## src/rtl/dmem_lsu_pkg.sv

```systemverilog
// Shared types and helpers for the dmem_lsu load/store unit.
// Byte lanes are little-endian: address bit 0 picks the high lane.
package dmem_lsu_pkg;

   localparam int N = 16;

   localparam logic SIZE_BYTE = 1'b0;
   localparam logic SIZE_HALF = 1'b1;

   typedef enum logic [1:0] {
      IDLE,
      ACCESS,
      WRITE,
      RESP
   } lsu_state_t;

   function automatic logic [N-1:0] lane_extract(
      input logic [N-1:0] word,
      input logic         hiLane,
      input logic         isUnsigned
   );
      logic [7:0] lane;
      lane = hiLane ? word[15:8] : word[7:0];
      return isUnsigned ? {8'h00, lane} : {{8{lane[7]}}, lane};
   endfunction

endpackage

```

## src/rtl/dmem_lsu_merge.sv

```systemverilog
// Byte-lane insert used by the read-modify-write path of byte stores.
module dmem_lsu_merge
   import dmem_lsu_pkg::*;
(
   input  logic [N-1:0] rdata_i,
   input  logic         hiLane_i,
   input  logic [7:0]   wbyte_i,
   output logic [N-1:0] merged_o
);

   always_comb begin
      merged_o = rdata_i;
      if (hiLane_i) merged_o[15:8] = wbyte_i;
      else          merged_o[7:0]  = wbyte_i;
   end

endmodule

```

## src/rtl/dmem_lsu.sv

```systemverilog
// Load/store unit: one request at a time, byte/halfword loads with extension,
// byte stores via read-modify-write, misaligned halfword accesses flagged.
module dmem_lsu
   import dmem_lsu_pkg::*;
#(
   parameter int n = 16
) (
   input  logic         clock,
   input  logic         nreset,
   input  logic         req_valid,
   output logic         req_ready,
   input  logic         req_write,
   input  logic         req_size,
   input  logic         req_unsigned,
   input  logic [n-1:0] req_addr,
   input  logic [n-1:0] req_wdata,
   output logic         rsp_valid,
   input  logic         rsp_ready,
   output logic [n-1:0] rsp_data,
   output logic         rsp_err,
   output logic         mem_write,
   output logic [n-1:0] mem_addr,
   output logic [n-1:0] mem_wdata,
   input  logic [n-1:0] mem_rdata
);

   lsu_state_t   state_q, state_d;
   logic         latWrite_q, latWrite_d;
   logic         latSize_q, latSize_d;
   logic         latUns_q, latUns_d;
   logic [n-1:0] latAddr_q, latAddr_d;
   logic [n-1:0] latWdata_q, latWdata_d;
   logic         err_q, err_d;
   logic [n-1:0] rdata_q, rdata_d;
   logic [n-1:0] merged_q, merged_d;
   logic [n-1:0] mergeOut;
   logic         unused_addr_msb;

   // The memory stride is four per halfword, so address bit 15 has no effect.
   assign mem_addr        = {latAddr_q[14:1], 2'b00};
   assign unused_addr_msb = latAddr_q[15];
   assign rsp_data        = rdata_q;
   assign rsp_err         = err_q;

   dmem_lsu_merge uMerge (
      .rdata_i  (mem_rdata),
      .hiLane_i (latAddr_q[0]),
      .wbyte_i  (latWdata_q[7:0]),
      .merged_o (mergeOut)
   );

   always_ff @(posedge clock or negedge nreset) begin
      if (!nreset) begin
         state_q    <= IDLE;
         latWrite_q <= 1'b0;
         latSize_q  <= SIZE_BYTE;
         latUns_q   <= 1'b0;
         latAddr_q  <= '0;
         latWdata_q <= '0;
         err_q      <= 1'b0;
         rdata_q    <= '0;
         merged_q   <= '0;
      end else begin
         state_q    <= state_d;
         latWrite_q <= latWrite_d;
         latSize_q  <= latSize_d;
         latUns_q   <= latUns_d;
         latAddr_q  <= latAddr_d;
         latWdata_q <= latWdata_d;
         err_q      <= err_d;
         rdata_q    <= rdata_d;
         merged_q   <= merged_d;
      end
   end

   always_comb begin
      state_d    = state_q;
      latWrite_d = latWrite_q;
      latSize_d  = latSize_q;
      latUns_d   = latUns_q;
      latAddr_d  = latAddr_q;
      latWdata_d = latWdata_q;
      err_d      = err_q;
      rdata_d    = rdata_q;
      merged_d   = merged_q;
      req_ready  = 1'b0;
      rsp_valid  = 1'b0;
      mem_write  = 1'b0;
      mem_wdata  = '0;

      case (state_q)
         IDLE: begin
            req_ready = 1'b1;
            if (req_valid) begin
               latWrite_d = req_write;
               latSize_d  = req_size;
               latUns_d   = req_unsigned;
               latAddr_d  = req_addr;
               latWdata_d = req_wdata;
               rdata_d    = '0;
               err_d      = (req_size == SIZE_HALF) && req_addr[0];
               state_d    = ((req_size == SIZE_HALF) && req_addr[0]) ? RESP : ACCESS;
            end
         end
         ACCESS: begin
            if (!latWrite_q) begin
               rdata_d = (latSize_q == SIZE_HALF) ? mem_rdata
                                                   : lane_extract(mem_rdata, latAddr_q[0], latUns_q);
               state_d = RESP;
            end else if (latSize_q == SIZE_HALF) begin
               mem_write = 1'b1;
               mem_wdata = latWdata_q;
               state_d   = RESP;
            end else begin
               merged_d = mergeOut;
               state_d  = WRITE;
            end
         end
         WRITE: begin
            mem_write = 1'b1;
            mem_wdata = merged_q;
            state_d   = RESP;
         end
         RESP: begin
            rsp_valid = 1'b1;
            if (rsp_ready) state_d = IDLE;
         end
         default: state_d = IDLE;
      endcase
   end

endmodule

```

## config.mk

```make
export PLATFORM = sky130hd
export DESIGN_NAME = dmem_lsu
export DESIGN_NICKNAME = d
export VERILOG_FILES = /design/src/rtl/dmem_lsu_pkg.sv /design/src/rtl/dmem_lsu_merge.sv /design/src/rtl/dmem_lsu.sv
export SDC_FILE = /design/constraint.sdc
export NUM_CORES = 1
export LEC_CHECK = 0
export CORE_MARGIN = 4
export CORE_UTILIZATION = 50
export DETAILED_ROUTE_END_ITERATION = 16
export GPL_TIMING_DRIVEN = 0
export PLACE_DENSITY = 0.86
export SLEW_MARGIN = 10
export SYNTH_ARGS = -nofsm -noshare
export SYNTH_HDL_FRONTEND = slang
export SYNTH_SLANG_ARGS = --single-unit
```

## constraint.sdc

```tcl
create_clock -name clock -period 5.8 [get_ports clock]
set_clock_uncertainty 0.1 [all_clocks]
set_input_delay 1.45 -clock clock [delete_from_list [all_inputs] [get_ports clock]]
set_output_delay 1.45 -clock clock [all_outputs]
set_load 0.005 [all_outputs]
```

## Word-level counts from Yosys, hierarchy flattened

Index checks and enable logic that the tools add are counted.

- Eq/ne operators: 6
- Bitwise logic cells: 1
- Reduce and logical (&&, ||, !) cells: 7
- Multiplexer cells: 22

Operator list:

| kind | number |
|---|---|
| $mux W16 | 6 |
| $pmux W16 S2 | 2 |
| $mux W8 | 3 |
| $pmux W2 S4 | 1 |
| $mux W1 | 6 |
| $mux W2 | 3 |
| $ne A2 B2 Y1 const B | 3 |
| $reduce_and A3 Y1 | 2 |
| $eq A2 B2 Y1 const B | 2 |
| $reduce_and A2 Y1 | 2 |
| $eq A2 B1 Y1 const B | 1 |
| $logic_not A2 Y1 | 1 |
| $pmux W1 S2 | 1 |
| $reduce_bool A2 Y1 | 1 |
| $logic_and A1 B1 Y1 | 1 |
| $not A1 Y1 | 1 |

- Bits in registers: 69
- Logic and storage cells: 45
- Output and inout port bits: 52

## Depth between registers and ports, before layout

- Depth after elaboration: 5
- Gate-level depth with buffers: 8
- Depth with buffers taken out: 5

## Cells and area by module

From an unflattened synthesis, not the netlist that was laid out.

- Cells, all modules: 287
- Area total of the unflattened synthesis: 3584.7 um^2

Modules (own cells, without submodules):

| module | times used | seq. area each (um^2) | area an instance (um^2) | cells an instance |
|---|---|---|---|---|
| dmem_lsu | 1 | 1726.7 | 3335.7 | 269 |
| dmem_lsu_merge | 1 | 0.0 | 249.0 | 18 |

## Worst setup path before layout

OpenSTA, ideal clock, no wires.

- Path type: register to output
- Start: register state_q[1]
- End: output port mem_wdata[6]
- Data arrival time: 1.617 ns
- Required time: 4.250 ns
- Path slack: 2.633 ns
- Cell stages (with the launch flop): 8
- Path buffers: 2
- Cells stage by stage: dfrtp_1 inv_1 ha_1 and3_1 clkbuf_1 clkbuf_1 a22oi_1 nor2_1

- Longest elaborated chain between the ends: 2
- Elaborated cells between the ends (all ways): 3
- Those cells by class: eq/ne: 2; mux: 1

Ends and longest elaborated chain:

| item | RTL line | text |
|---|---|---|
| start, declared | dmem_lsu.sv:27 | `lsu_state_t state_q, state_d;` |
| start signal, assigned | dmem_lsu.sv:64 | `state_q <= state_d;` |
| $eq A2 B2 Y1 or $eq A2 B1 Y1 (tied branches) | dmem_lsu.sv:91 | `case (state_q)` |
| $pmux W16 S2 * | dmem_lsu.sv:91 |  |
| end, declared | dmem_lsu.sv:23 | `output logic [n-1:0] mem_wdata,` |

Every way passes the cells marked *; elsewhere a longest branch is shown, timed or not.

## Worst setup path in the final report

- Start: register state_q[1]
- End: output port mem_wdata[0]

Same word-level chain as after synthesis.

==> results.json <==
{
  "status": "finished, final reports clean",
  "synthTopCellsByCount": "dfrtp_1, mux2_2, o31ai_1",
  "cts_tree": "yes",
  "ys_warn_count": 0,
  "cp.arrival_ps": 3010,
  "path_cells": "inv_1 -> ha_1 -> and3_1 -> clkbuf_1 -> clkbuf_1 -> a22oi_1 -> nor2_1 -> clkdlybuf4s50_1",
  "final_layout_size_suffix_gt1_share_pct": 14.39,
  "die_area_mm2": 0.007979,
  "syn_inst": 290,
  "nNetsFinal": 466,
  "cp_slowest_cell": "clkdlybuf4s50_1",
  "postCtsSetupBuffers": 0,
  "die_h_um": 89.33,
  "path_max_fanout": 10,
  "grt_pass1_vias": 2867,
  "holdCritStartpoint": "merged_q[4]$_DFFE_PN0P_",
  "relSlewSlack_pct": 60.50,
  "fin_crit_ps": 4557,
  "synthArstFlopShare_pct": 100.0,
  "num_rows": 29,
  "crit_family": "buffers and inverters",
  "routabilityCongestion": 0.8947,
  "hold_buffers": 0,
  "antenna_found_initial": 0,
  "required_ps": 4250,
  "synth_most_common_cell": "dfrtp_1",
  "rrSetupSlack_ps": 3550,
  "reg2reg_to": "rsp_data[4]$_DFFE_PN0P_",
  "endpoint_kind": "output pin",
  "area_growth_pct": 41.43,
  "numPortBuffers": 103,
  "worstRegToRegCells": 8,
  "num_io_pins": 107,
  "die_w_um": 89.33,
  "dpl.hpwl_mm": 6.566,
  "diodes": 0,
  "max_freq_ghz": 0.2195,
  "clockRootBuffer": "clkbuf_8",
  "grt_pass1_wl_mm": 13.68,
  "clk_latency_ps": 330,
  "drv_slew": 0,
  "track_usage_pct": 22.61,
  "setup_tns_ps": 0,
  "hold_violations": 0,
  "crit_path_start_kind": "flop",
  "crit_type": "flop to output pin",
  "initial_utilization_pct": 51.78,
  "r2r-start": "state_q[0]$_DFFE_PN0P_",
  "ys_seq_area_share_pct": 52.21,
  "nFillCells": 469,
  "routed-via-count": 2738,
  "fin_area_mm2": 0.004677,
  "routed_wl_mm": 8.677,
  "ys_seq_elements": 69,
  "peakVddDrop_v": 0.0003392,
  "syn_area_per_cell_um2": 11.40,
  "drtIter0Drc": 207,
  "clock_sinks": 69,
  "globalRoute.totalOverflow": 0,
  "wire_per_inst_um": 17.82,
  "path_buf_inv": 4,
  "clk_path_buf_depth": 2,
  "whs_path_depth": 2,
  "power.density_mw_per_mm2": 523.6,
  "finalCritPeriodShare_pct": 78.57,
  "final_antenna_net_count": 0,
  "worstMarginPinSlew_ps": 592.5,
  "synthFlopType": "dfrtp_1",
  "drc": 0,
  "routed_via_density": 5.622,
  "holdPathEnd": "merged_q[4]$_DFFE_PN0P_",
  "rsz0062_at_grt": "no",
  "post_cts_resize_count": 0,
  "crit_path_max_incr_delay_ps": 530,
  "dr.pass1.iters": 4,
  "p_leak_nw": 2.046,
  "synth_top_area_cell": "dfrtp_1",
  "grt_max_degree": 49,
  "synth.area.top_cells": "dfrtp_1, mux2_2, mux2i_1, o31ai_1, a22oi_1",
  "cts-htree-levels": 3,
  "drv_cap": 0,
  "ys_types": 27,
  "coreArea_mm2": 0.006386,
  "cts_buffers": 9,
  "path_common_cell": "clkbuf_1",
  "clk_pin_slew_ps": 70,
  "synth_edf_count": 0,
  "syn-cell-area_mm2": 0.003307,
  "dpl_cell_area_mm2": 0.004463,
  "setup_viol": 0,
  "synth_top_area_share_pct": 52.21,
  "min-delay-path-class": "flop to flop"
}
worst max path at each step:
stage | from | to | slack (ps) | cells after the start
final | state_q[1]$_DFFE_PN0P_ | mem_wdata[0] | 1240 | 8
after global routing | state_q[1]$_DFFE_PN0P_ | mem_wdata[0] | 1050 | 8
after CTS | state_q[1]$_DFFE_PN0P_ | mem_wdata[0] | 1240 | 8
after detailed placement | state_q[1]$_DFFE_PN0P_ | mem_wdata[0] | 1600 | 8
after global placement | nreset | latWdata_q[12]$_DFFE_PN0P_ | 940 | 1
after floorplan | state_q[1]$_DFFE_PN0P_ | mem_wdata[6] | 2630 | 7
routing by layer:
layer | track usage [%] | routed length (µm)
met4 | 6.766 | 114
met5 | 0 | 0
met2 | 36.91 | 4179
met1 | 27.66 | 3547
met3 | 9.124 | 836
state kept, by name, summed over array words and instances (netlist names):
name / flops
state_q: 2
latUns_q: 1
rsp_err: 1
rsp_data: 16
latWrite_q: 1
latWdata_q: 16
latSize_q: 1
latAddr_q: 15
merged_q: 16
cells in the final DEF, fill, tap and decap left out, types with 2 or more instances in the layout:
master,n
ha_1,5
o31ai_1,32
nor2_1,19
a22oi_1,16
buf_6,2
clkbuf_1,17
inv_1,3
bufinv_16,2
buf_2,3
buf_1,2
nand2_1,20
conb_1,2
buf_4,3
o21ai_0,18
mux2_2,35
clkdlybuf4s50_1,102
dfrtp_1,69
clkbuf_8,10
nand2b_1,2
mux2i_1,26
nor2b_1,9
clkinv_1,2
power by group:
| group | leakage [nW] | internal (mW) | total, mW | switching (mW) |
|---|---|---|---|---|
| Clock | 0.105 | 0.251 | 0.428 | 0.177 |
| Combinational | 1.09 | 0.615 | 1.18 | 0.562 |
| Sequential | 0.848 | 0.706 | 0.844 | 0.138 |
final cells by class:
cell class / instances / area [µm²] / share of cell area (%)
clock buffers: 11 / 141.4 / 3.023
plain buffers: 25 / 120.1 / 2.568
flip-flops and latches: 69 / 1727 / 36.92
well taps: 77 / 96.34 / 2.060
inverters: 5 / 18.77 / 0.4013
clock inverters: 4 / 72.57 / 1.552
repair buffers: 104 / 1056 / 22.58
multi-input cells: 192 / 1445 / 30.90
through the flow:
| step | cells | worst slack [ps] | utilization [%] | hold WS (ps) | total power [mW] |
|---|---|---|---|---|---|
| final | 487 | 1243 | 73.24 | 392.6 | 2.449 |
| after global routing | 487 | 1051 | 73.24 | 415.5 | 2.612 |
| after CTS | 487 | 1238 | 73.24 | 391.7 | 2.455 |
| after detailed placement | 472 | 1602 | 69.89 | 373.7 | 2.023 |
| after global placement | 471 | 942.5 | 69.49 | 364.3 | 1.974 |
| after floorplan | 291 | 2633 | - | 350.8 | 1.510 |
kinds of logic (layout without fill, tap and decap cells):
family / count (synthesis) / after routing / synth area share (%)
mux: 61 / 61 / 19.79
buf+inv: 30 / 149 / 4.200
flops: 69 / 69 / 52.21
fa+ha+maj: 5 / 5 / 1.892
other cells: 1 / 2 / 0.1134
simple gates: 55 / 55 / 7.529
compound gates: 69 / 69 / 14.26
worst reg2reg max path: stages, from the launching register on:
cell and delay (ps):
dfrtp_1 380, inv_1 100, ha_1 260, nor2b_1 140, clkbuf_1 200, or3_1 380
buf_2 170, buf_6 150, o31ai_1 260
Note: power is estimated with default switching activity, not from simulation.
